$ cat src/rtl/mul_result_stage.sv
// Multiplier result stage: sign-corrects the raw 64-bit product, selects a word, and buffers it in a FIFO.
// Define MUL_RES_OVF_EN to add the per-entry signed-overflow flag and the out_ovf output.
module mul_result_stage #(
   parameter int DEPTH = 2,
   parameter int TAG_W = 4
) (
   input  logic             clk,
   input  logic             rst_n,
   input  logic             in_valid,
   output logic             in_ready,
   input  logic [63:0]      in_product,
   input  logic             in_negate,
   input  logic             in_sel_hi,
   input  logic [TAG_W-1:0] in_tag,
   output logic             out_valid,
   input  logic             out_ready,
   output logic [31:0]      out_result,
`ifdef MUL_RES_OVF_EN
   output logic             out_ovf,
`endif
   output logic [TAG_W-1:0] out_tag
);

   localparam int PTR_W = $clog2(DEPTH);
   localparam int CNT_W = PTR_W + 1;

   logic [PTR_W-1:0] rd_ptr;
   logic [PTR_W-1:0] wr_ptr;
   logic [CNT_W-1:0] count;

   logic [31:0]      mem_result [DEPTH];
   logic [TAG_W-1:0] mem_tag    [DEPTH];

   logic [63:0] full;
   logic [31:0] word;
   logic        push;
   logic        pop;
   logic        not_empty;

   always_comb begin
      full = in_negate ? (~in_product + 64'd1) : in_product;
      word = in_sel_hi ? full[63:32] : full[31:0];
   end

   // No bypass: a full FIFO refuses input even when the head pops this cycle.
   assign not_empty = (count != '0);
   assign in_ready  = (count < CNT_W'(DEPTH));
   assign out_valid = not_empty;
   assign push      = in_valid && in_ready;
   assign pop       = out_valid && out_ready;

   always_ff @(posedge clk) begin
      if (!rst_n) begin
         rd_ptr <= '0;
         wr_ptr <= '0;
         count  <= '0;
      end else begin
         if (push)
            wr_ptr <= wr_ptr + PTR_W'(1);
         if (pop)
            rd_ptr <= rd_ptr + PTR_W'(1);
         case ({push, pop})
            2'b10:   count <= count + CNT_W'(1);
            2'b01:   count <= count - CNT_W'(1);
            default: count <= count;
         endcase
      end
   end

   // Storage is deliberately left out of reset; the count alone decides what is live.
   always_ff @(posedge clk) begin
      if (push) begin
         mem_result[wr_ptr] <= word;
         mem_tag[wr_ptr]    <= in_tag;
      end
   end

   assign out_result = not_empty ? mem_result[rd_ptr] : 32'd0;
   assign out_tag    = not_empty ? mem_tag[rd_ptr] : '0;

`ifdef MUL_RES_OVF_EN
   logic mem_ovf [DEPTH];
   logic ovf_flag;

   // Low-word result overflowed if the high word is not the sign extension of bit 31.
   assign ovf_flag = !in_sel_hi && (full[63:32] != {32{full[31]}});

   always_ff @(posedge clk) begin
      if (push)
         mem_ovf[wr_ptr] <= ovf_flag;
   end

   assign out_ovf = not_empty && mem_ovf[rd_ptr];
`endif

endmodule
$ cat config.mk
export PLATFORM = sky130hd
export DESIGN_NAME = mul_result_stage
export DESIGN_NICKNAME = d
export VERILOG_FILES = /design/src/rtl/mul_result_stage.sv
export SDC_FILE = /design/constraint.sdc
export NUM_CORES = 1
export LEC_CHECK = 0
export CAP_MARGIN = 20
export CORE_MARGIN = 4
export CORE_UTILIZATION = 48
export CTS_BUF_LIST = sky130_fd_sc_hd__clkbuf_4 sky130_fd_sc_hd__clkbuf_8
export CTS_CLUSTER_DIAMETER = 60
export DETAILED_ROUTE_END_ITERATION = 8
export PLACE_DENSITY = 0.87
export SETUP_SLACK_MARGIN = 0.4
export SLEW_MARGIN = 5
export SYNTH_ARGS = -nofsm -noshare
export SYNTH_HDL_FRONTEND = slang
export SYNTH_SLANG_ARGS = --single-unit
$ cat constraint.sdc
create_clock -name clk -period 3.73 [get_ports clk]
set_input_delay 0.746 -clock clk [delete_from_list [all_inputs] [get_ports clk]]
set_output_delay 0.746 -clock clk [all_outputs]
set_load 0.05 [all_outputs]
==> reports/metrics.cfg, run 1 <==
[drt]
drc=0
vias=4446
remaining_number_of_nets_flagged_by_the_antenna_check_after_routing=0
finalWirelength_um=15000
route.detailed.wl_per_inst_um=20.3
avgViaCountPerCell=6.04
drt_pre_antenna_iters=5
drtIter0Drc=388

[setup_path]
crit_buf_inv=2
path_cells=clkdlybuf4s50_1 -> inv_1 -> ha_1 -> or3b_1 -> or4_1 -> o41ai_1 -> xnor2_1 -> a22oi_1 -> o21ai_1
cp.arrival_ps=3310
ff2ff_setup_slack_ps=1500
r2r-end=count[1]
cp_launch_type=primary input
reg2regPathDepth=7
cp_data_required_time_ps=3800
setup.worst_path.start=in_product[1]
max_stage_delay_ps=600
cell_family_with_most_cp_delay=simple AND/OR/NAND/NOR gates
critPathCaptureType=flop
criticalPathCategory=in2reg
r2r-start=count[0]
timing.critical_path.slowest_stage_cell=or4_1
critPathMaxFanout=6

[run]
max-cap-violations=0

[finish]
mostFrequentLayoutCells=108 x clkdlybuf4s50_1, 72 x edfxtp_1, 67 x nor2_1
finalNetCount=674
antennaDiodeCount=0
layout.cells.most_common=clkdlybuf4s50_1
n_fill_cell=796
areaGrowthSynthToFinish_pct=33.0
final_area_um2=6600
final_layout_size_suffix_gt1_share_pct=10.9

[hold_path]
worstHoldPathType=reg2reg
holdCritStartpoint=count[1]
worst_hold_path.num_cells=2
min_to=count[1]

[yosys]
synth.net_count=553
ys_top_cells_by_area=edfxtp_1 44%, mux2i_1 11%, xor2_1 6.5%
synth_area_per_cell_um2=10.4
synth_seq_cells=77
synth-async-reset-ratio_pct=0
mappedNetlistArea_um2=4960
yosys.area.top_type=edfxtp_1
number_of_synthesized_flops_with_an_enable_pin=72
synthesis.yosys.warnings=0
synthesis.instances=477
synth.distinct_cells=49
postSynth.topFlopCell=edfxtp_1
synth_top_area_share_pct=43.6
yosysSeqAreaShare_pct=45.6

[power_and_ir_drop]
total_leakage_power_nw=2.21
combinationalPowerShare_pct=50.8
power.clock.fraction_pct=17.4
power.sequential.fraction_pct=31.8
power_per_cell_area_nw_per_um2=575
internal_power_consumption_mw=2.16
total_switching_power_mw=1.63
max-vdd-ir-drop_mv=0.327
power.switching_fraction_pct=43.0

[timing]
final.period_utilization_pct=86.7
slew_headroom_pct=58.5
clock-skew-final_ps=6.95
slew_violations=0
tightestPinTransition_ps=621
finalHoldViolations=0
grt_setup_unrepaired=false
fin_crit_ps=3240
max_freq_mhz=309
fin_tns_setup_ps=0
setup_violations=0

[outcome]
status=finished clean

[placement]
placement.cell_area_um2=6350
placement.io_buffers=111
gpl.final_weighted_congestion=0.965
place.detailed.hpwl_um=11000

[floorplanning]
number_of_primary_i_o_pins=112
die_area_um2=12000
core_area_um2=9910
die_height_um=110
fp.dieW_um=110
effective_utilization_at_floorplan_pct=50.1
placementRows=36

[global_routing]
track_usage_pct=25.2
wire_length_of_the_first_global_routing_pass_um=22700
initial_antenna_violation_count=0
global_route_total_overflow=0
via_count_of_the_first_global_routing_pass=4430
grt_start_max_net_pins=41

[clock_tree]
clock-sinks=77
cts_root_buf=clkbuf_8
ctsHoldBuffers=0
clock_latency_ps=370
cts-buffers-inserted=9
clk_transition_reported_paths_ps=70
maximum_root_to_sink_buffer_count=2
clock_tree_from_tritoncts=done
clock_tree.htree_level_count=3

synthesized netlist by cell type, types with 2 or more instances:
| master | count |
|---|---|
| a211oi_1 | 4 |
| a21boi_0 | 2 |
| a21oi_1 | 11 |
| a22oi_1 | 2 |
| and2_1 | 6 |
| and3_1 | 2 |
| clkbuf_1 | 23 |
| dfxtp_1 | 5 |
| edfxtp_1 | 72 |
| ha_1 | 2 |
| inv_1 | 6 |
| mux2_2 | 2 |
| mux2i_1 | 53 |
| nand2_1 | 18 |
| nand2b_1 | 4 |
| nand3_1 | 5 |
| nand4_1 | 8 |
| nor2_1 | 69 |
| nor3_1 | 8 |
| nor3_2 | 2 |
| nor4_1 | 10 |
| nor4b_1 | 2 |
| o21a_1 | 2 |
| o21ai_0 | 18 |
| o21ai_1 | 2 |
| o311ai_0 | 2 |
| o31ai_1 | 9 |
| o41ai_1 | 19 |
| o41ai_2 | 2 |
| or2_2 | 4 |
| or3_1 | 18 |
| or4_1 | 15 |
| xnor2_1 | 18 |
| xor2_1 | 37 |
metrics by stage:
step	total power [mW]	worst slack, ps	std cells	util, %	hold slack (ps)
after floorplan	2.45	866	477	-	477
after global placement	3.12	174	720	64.1	499
after detailed placement	3.15	88.8	720	64.1	554
after CTS	3.81	443	736	66.2	566
after global routing	3.96	414	736	66.6	601
final	3.79	494	736	66.6	557
cell type report:
class / count / area (µm²) / area share, %
clock buffer: 12 / 159 / 2.41
clock inverter: 4 / 47.5 / 0.721
inverter: 6 / 22.5 / 0.341
multi-input combinational: 369 / 2630 / 39.9
sequential: 77 / 2260 / 34.3
tap: 133 / 166 / 2.52
timing repair buffer: 135 / 1310 / 19.8
worst min-delay path, delay by kind of cell (launching register included):
kind	cells	cell delay (ps)
AO/OA/AOI/OAI	2	170
flip-flops	1	340
cells by family after synthesis:
family / after synthesis / share of synthesized area (%)
simple gates: 178 / 19.2
xor+xnor: 55 / 9.71
fa+ha+maj: 2 / 0.504
flops: 77 / 45.6
buf+inv: 31 / 2.37
mux: 56 / 11.5
compound gates: 78 / 11.2
sequential cells by signal (all words and copies together) (netlist names), named ones only:
signal	cells
rd_ptr	1
wr_ptr	1
mem_result	64
count	2
mem_tag	8
timing repair:
action	CTS	global route
buffers inserted	0	0
resized for setup	0	8
endpoints found under the setup margin	0	19
per-layer routing:
| layer | share of wire (%) | global-route usage (%) | vias to the layer above | routed length, µm |
|---|---|---|---|---|
| li1 | - | - | 2049 | - |
| met1 | 41 | 31.8 | 2123 | 6120 |
| met2 | 49 | 42.5 | 228 | 7370 |
| met3 | 6.7 | 4.70 | 46 | 1010 |
| met4 | 3.2 | 10.4 | 0 | 480 |
| met5 | 0 | 0 | - | 0 |
worst max path at each step:
stage,to,cells past startpoint
detailed placement,mem_result[0][26],9
floorplan,mem_result[0][29],6
CTS,mem_result[0][26],9
global route,mem_result[0][31],8
global placement,mem_result[1][31],8
finish,mem_result[0][26],9
power by group through the flow:
stage | Clock, mW | Sequential, mW | Combinational (mW)
5_1_grt | 0.707 | 1.22 | 2.03
6_report | 0.660 | 1.20 | 1.93
2_1_floorplan | 0 | 1.18 | 1.27
3_5_place_dp | 0 | 1.23 | 1.93
4_1_cts | 0.663 | 1.21 | 1.94
3_3_place_gp | 0 | 1.22 | 1.90
No activity file was read; power rests on OpenSTA's default activity.
==> run 2, diff against run 1 <==
Settings changed: PLACE_DENSITY 0.87 to 0.8.
Clock period 3.73 ns to 3.2 ns, I/O delays scaled along.
==> run 2 against run 1 <==
Design area is 16% higher. Highest routed layer unchanged. Clock skew is 0.98 ps lower. Cell count is 12% higher. Via count is 9.1% higher. Register-to-register slack worse by 320 ps.
==> reports/metrics.cfg, run 2 (synthesis gave the netlist of run 1 again) <==
[drt]
finalWirelength_um=16200
vias=4849
drc=0
avgViaCountPerCell=5.88
remaining_number_of_nets_flagged_by_the_antenna_check_after_routing=0
drt_pre_antenna_iters=5
route.detailed.wl_per_inst_um=19.7
drtIter0Drc=383

[global_routing]
track_usage_pct=26.5
grt_start_max_net_pins=38
grt_util_met3_pct=4.76
via_count_of_the_first_global_routing_pass=4844
grt_busiest_layer=met2
global_route.usage.met2_pct=46.2
global_route_total_overflow=0
initial_antenna_violation_count=0
wire_length_of_the_first_global_routing_pass_um=24100
grt_use_met1_pct=32.4

[power_and_ir_drop]
total_leakage_power_nw=3.05
total_switching_power_mw=1.93
power.clock.fraction_pct=15.2
combinationalPowerShare_pct=51.9
power.switching_fraction_pct=45.2
max-vdd-ir-drop_mv=0.515
power_per_cell_area_nw_per_um2=560
power.sequential.fraction_pct=33.0
internal_power_consumption_mw=2.34

[finish]
finalNetCount=762
layout.cells.most_common=buf_4
final_area_um2=7630
mostFrequentLayoutCells=102 x buf_4, 72 x edfxtp_1, 64 x nor2_1
final_layout_size_suffix_gt1_share_pct=29.5
antennaDiodeCount=0
finalNonFillerCells=824
leading_registers_by_flop_count=mem_result x64, mem_tag x8, count x2
number_of_flip_flops_in_the_largest_register=64
areaGrowthSynthToFinish_pct=53.8
largest_register_by_flop_count=mem_result

[setup_path]
cell_family_with_most_cp_delay=simple AND/OR/NAND/NOR gates
critPathMaxFanout=3
crit_buf_inv=3
max_stage_delay_ps=480
path_cells=clkdlybuf4s50_1 -> or3_1 -> nor4_4 -> buf_4 -> nand4_1 -> buf_4 -> o21ai_1 -> xor2_1 -> mux2i_1
critPathMostFrequentCell=buf_4
timing.critical_path.slowest_stage_cell=or3_1
cp.arrival_ps=2890
r2r-start=count[1]
reg2regPathDepth=7
cp_launch_type=primary input
critPathCaptureType=flop
criticalPathCategory=in2reg
r2r-end=count[1]
cp_data_required_time_ps=3270
crit_cells=9
ff2ff_setup_slack_ps=1180

[placement]
placement.io_buffers=111
gpl.final_weighted_congestion=0.924
place.detailed.hpwl_um=11700
dpl.cell_count=800
placement.cell_area_um2=6950

[timing]
fin_crit_ps=2820
tightestPinTransition_ps=901
final.period_utilization_pct=88.0
setup_violations=0
finalHoldViolations=0
fin_tns_setup_ps=0
slew_headroom_pct=39.9
max_freq_mhz=355
grt_setup_unrepaired=true
slew_violations=0
clock-skew-final_ps=5.96
hold_slack_ps=575

[floorplanning]
fp.dieW_um=110
number_of_primary_i_o_pins=112
effective_utilization_at_floorplan_pct=50.1
die_height_um=110
die_area_um2=12000
core_area_um2=9910
placementRows=36

[hold_path]
min_to=count[1]
holdCritStartpoint=count[1]
worst_hold_path.num_cells=2
worstHoldPathType=reg2reg

[clock_tree]
clock_tree.htree_level_count=3
clock_tree_from_tritoncts=done
clock-sinks=77
maximum_root_to_sink_buffer_count=2
cts_root_buf=clkbuf_8
clock_latency_ps=360
ctsHoldBuffers=0
cts-buffers-inserted=9
clk_transition_reported_paths_ps=80

[outcome]
status=finished clean

[run]
max-cap-violations=0

-- run 2: cell types whose count changed in the layout (fill, tap and decap cells not counted), moves of 5 or more --
cell / previous run / this run
clkdlybuf4s50_1: 108 / 60
nor4_1: 8 / 3
buf_4: 22 / 102
dlygate4sd2_1: 0 / 32
or4_4: 1 / 11
nor3_1: 8 / 3
o41ai_1: 17 / 6
o41ai_2: 4 / 9
or4_1: 15 / 5
o41ai_4: 0 / 6
dlymetal6s2s_1: 1 / 16
buf_6: 0 / 8
-- run 2: layout make-up --
| type | count | area, µm² |
|---|---|---|
| tap | 133 | 166 |
| clock buffer | 9 | 124 |
| timing repair buffer | 223 | 2000 |
| fill | 666 | 2280 |
| sequential | 77 | 2260 |
| multi-input combinational | 369 | 3020 |
| inverter | 6 | 22.5 |
| clock inverter | 7 | 40.0 |
-- run 2: worst max path at each step --
stage	start	to	slack (ps)
finish	in_product[38]	mem_result[0][13]	380
global route	in_product[46]	mem_result[1][27]	300
CTS	in_product[28]	mem_result[0][24]	370
detailed placement	in_product[0]	mem_result[1][24]	-240
global placement	in_product[0]	mem_result[1][24]	-180
floorplan	in_product[10]	mem_result[0][29]	440
-- run 2: per-stage QoR --
stage          total power [mW]  setup slack (ps)  utilization, %
5_1_grt                    4.47               304            77.0
4_1_cts                    4.27               367            74.6
3_5_place_dp               3.72              -235            70.1
6_report                   4.27               383            77.0
3_3_place_gp               3.68              -182            70.1
2_1_floorplan              2.86               442               -
-- run 2: power by group through the flow --
stage	Clock (mW)	Combinational (mW)	Sequential [mW]
floorplan	0	1.48	1.38
detailed placement	0	2.29	1.43
global placement	0	2.27	1.41
finish	0.648	2.22	1.41
CTS	0.660	2.21	1.41
global route	0.706	2.34	1.42
-- run 2: timing repair --
item,CTS,global route
buffers inserted,4,4
gates resized for setup,85,47
pin swaps,18,22
endpoints found under the setup margin,86,59
-- run 2: worst register-to-register path: stages (launching register included) --
cell      delay [ps]
dfxtp_1          360
nor2_4           290
buf_12           220
inv_1             70
and2_1           180
ha_1             320
or3_1            350
a21boi_0         160
-- run 2: per-layer routing --
| metal | up-vias | routed length (µm) |
|---|---|---|
| met2 | 242 | 8100 |
| met1 | 2328 | 6430 |
| met4 | 0 | 528 |
| li1 | 2232 | - |
| met5 | - | 0 |
| met3 | 47 | 1170 |
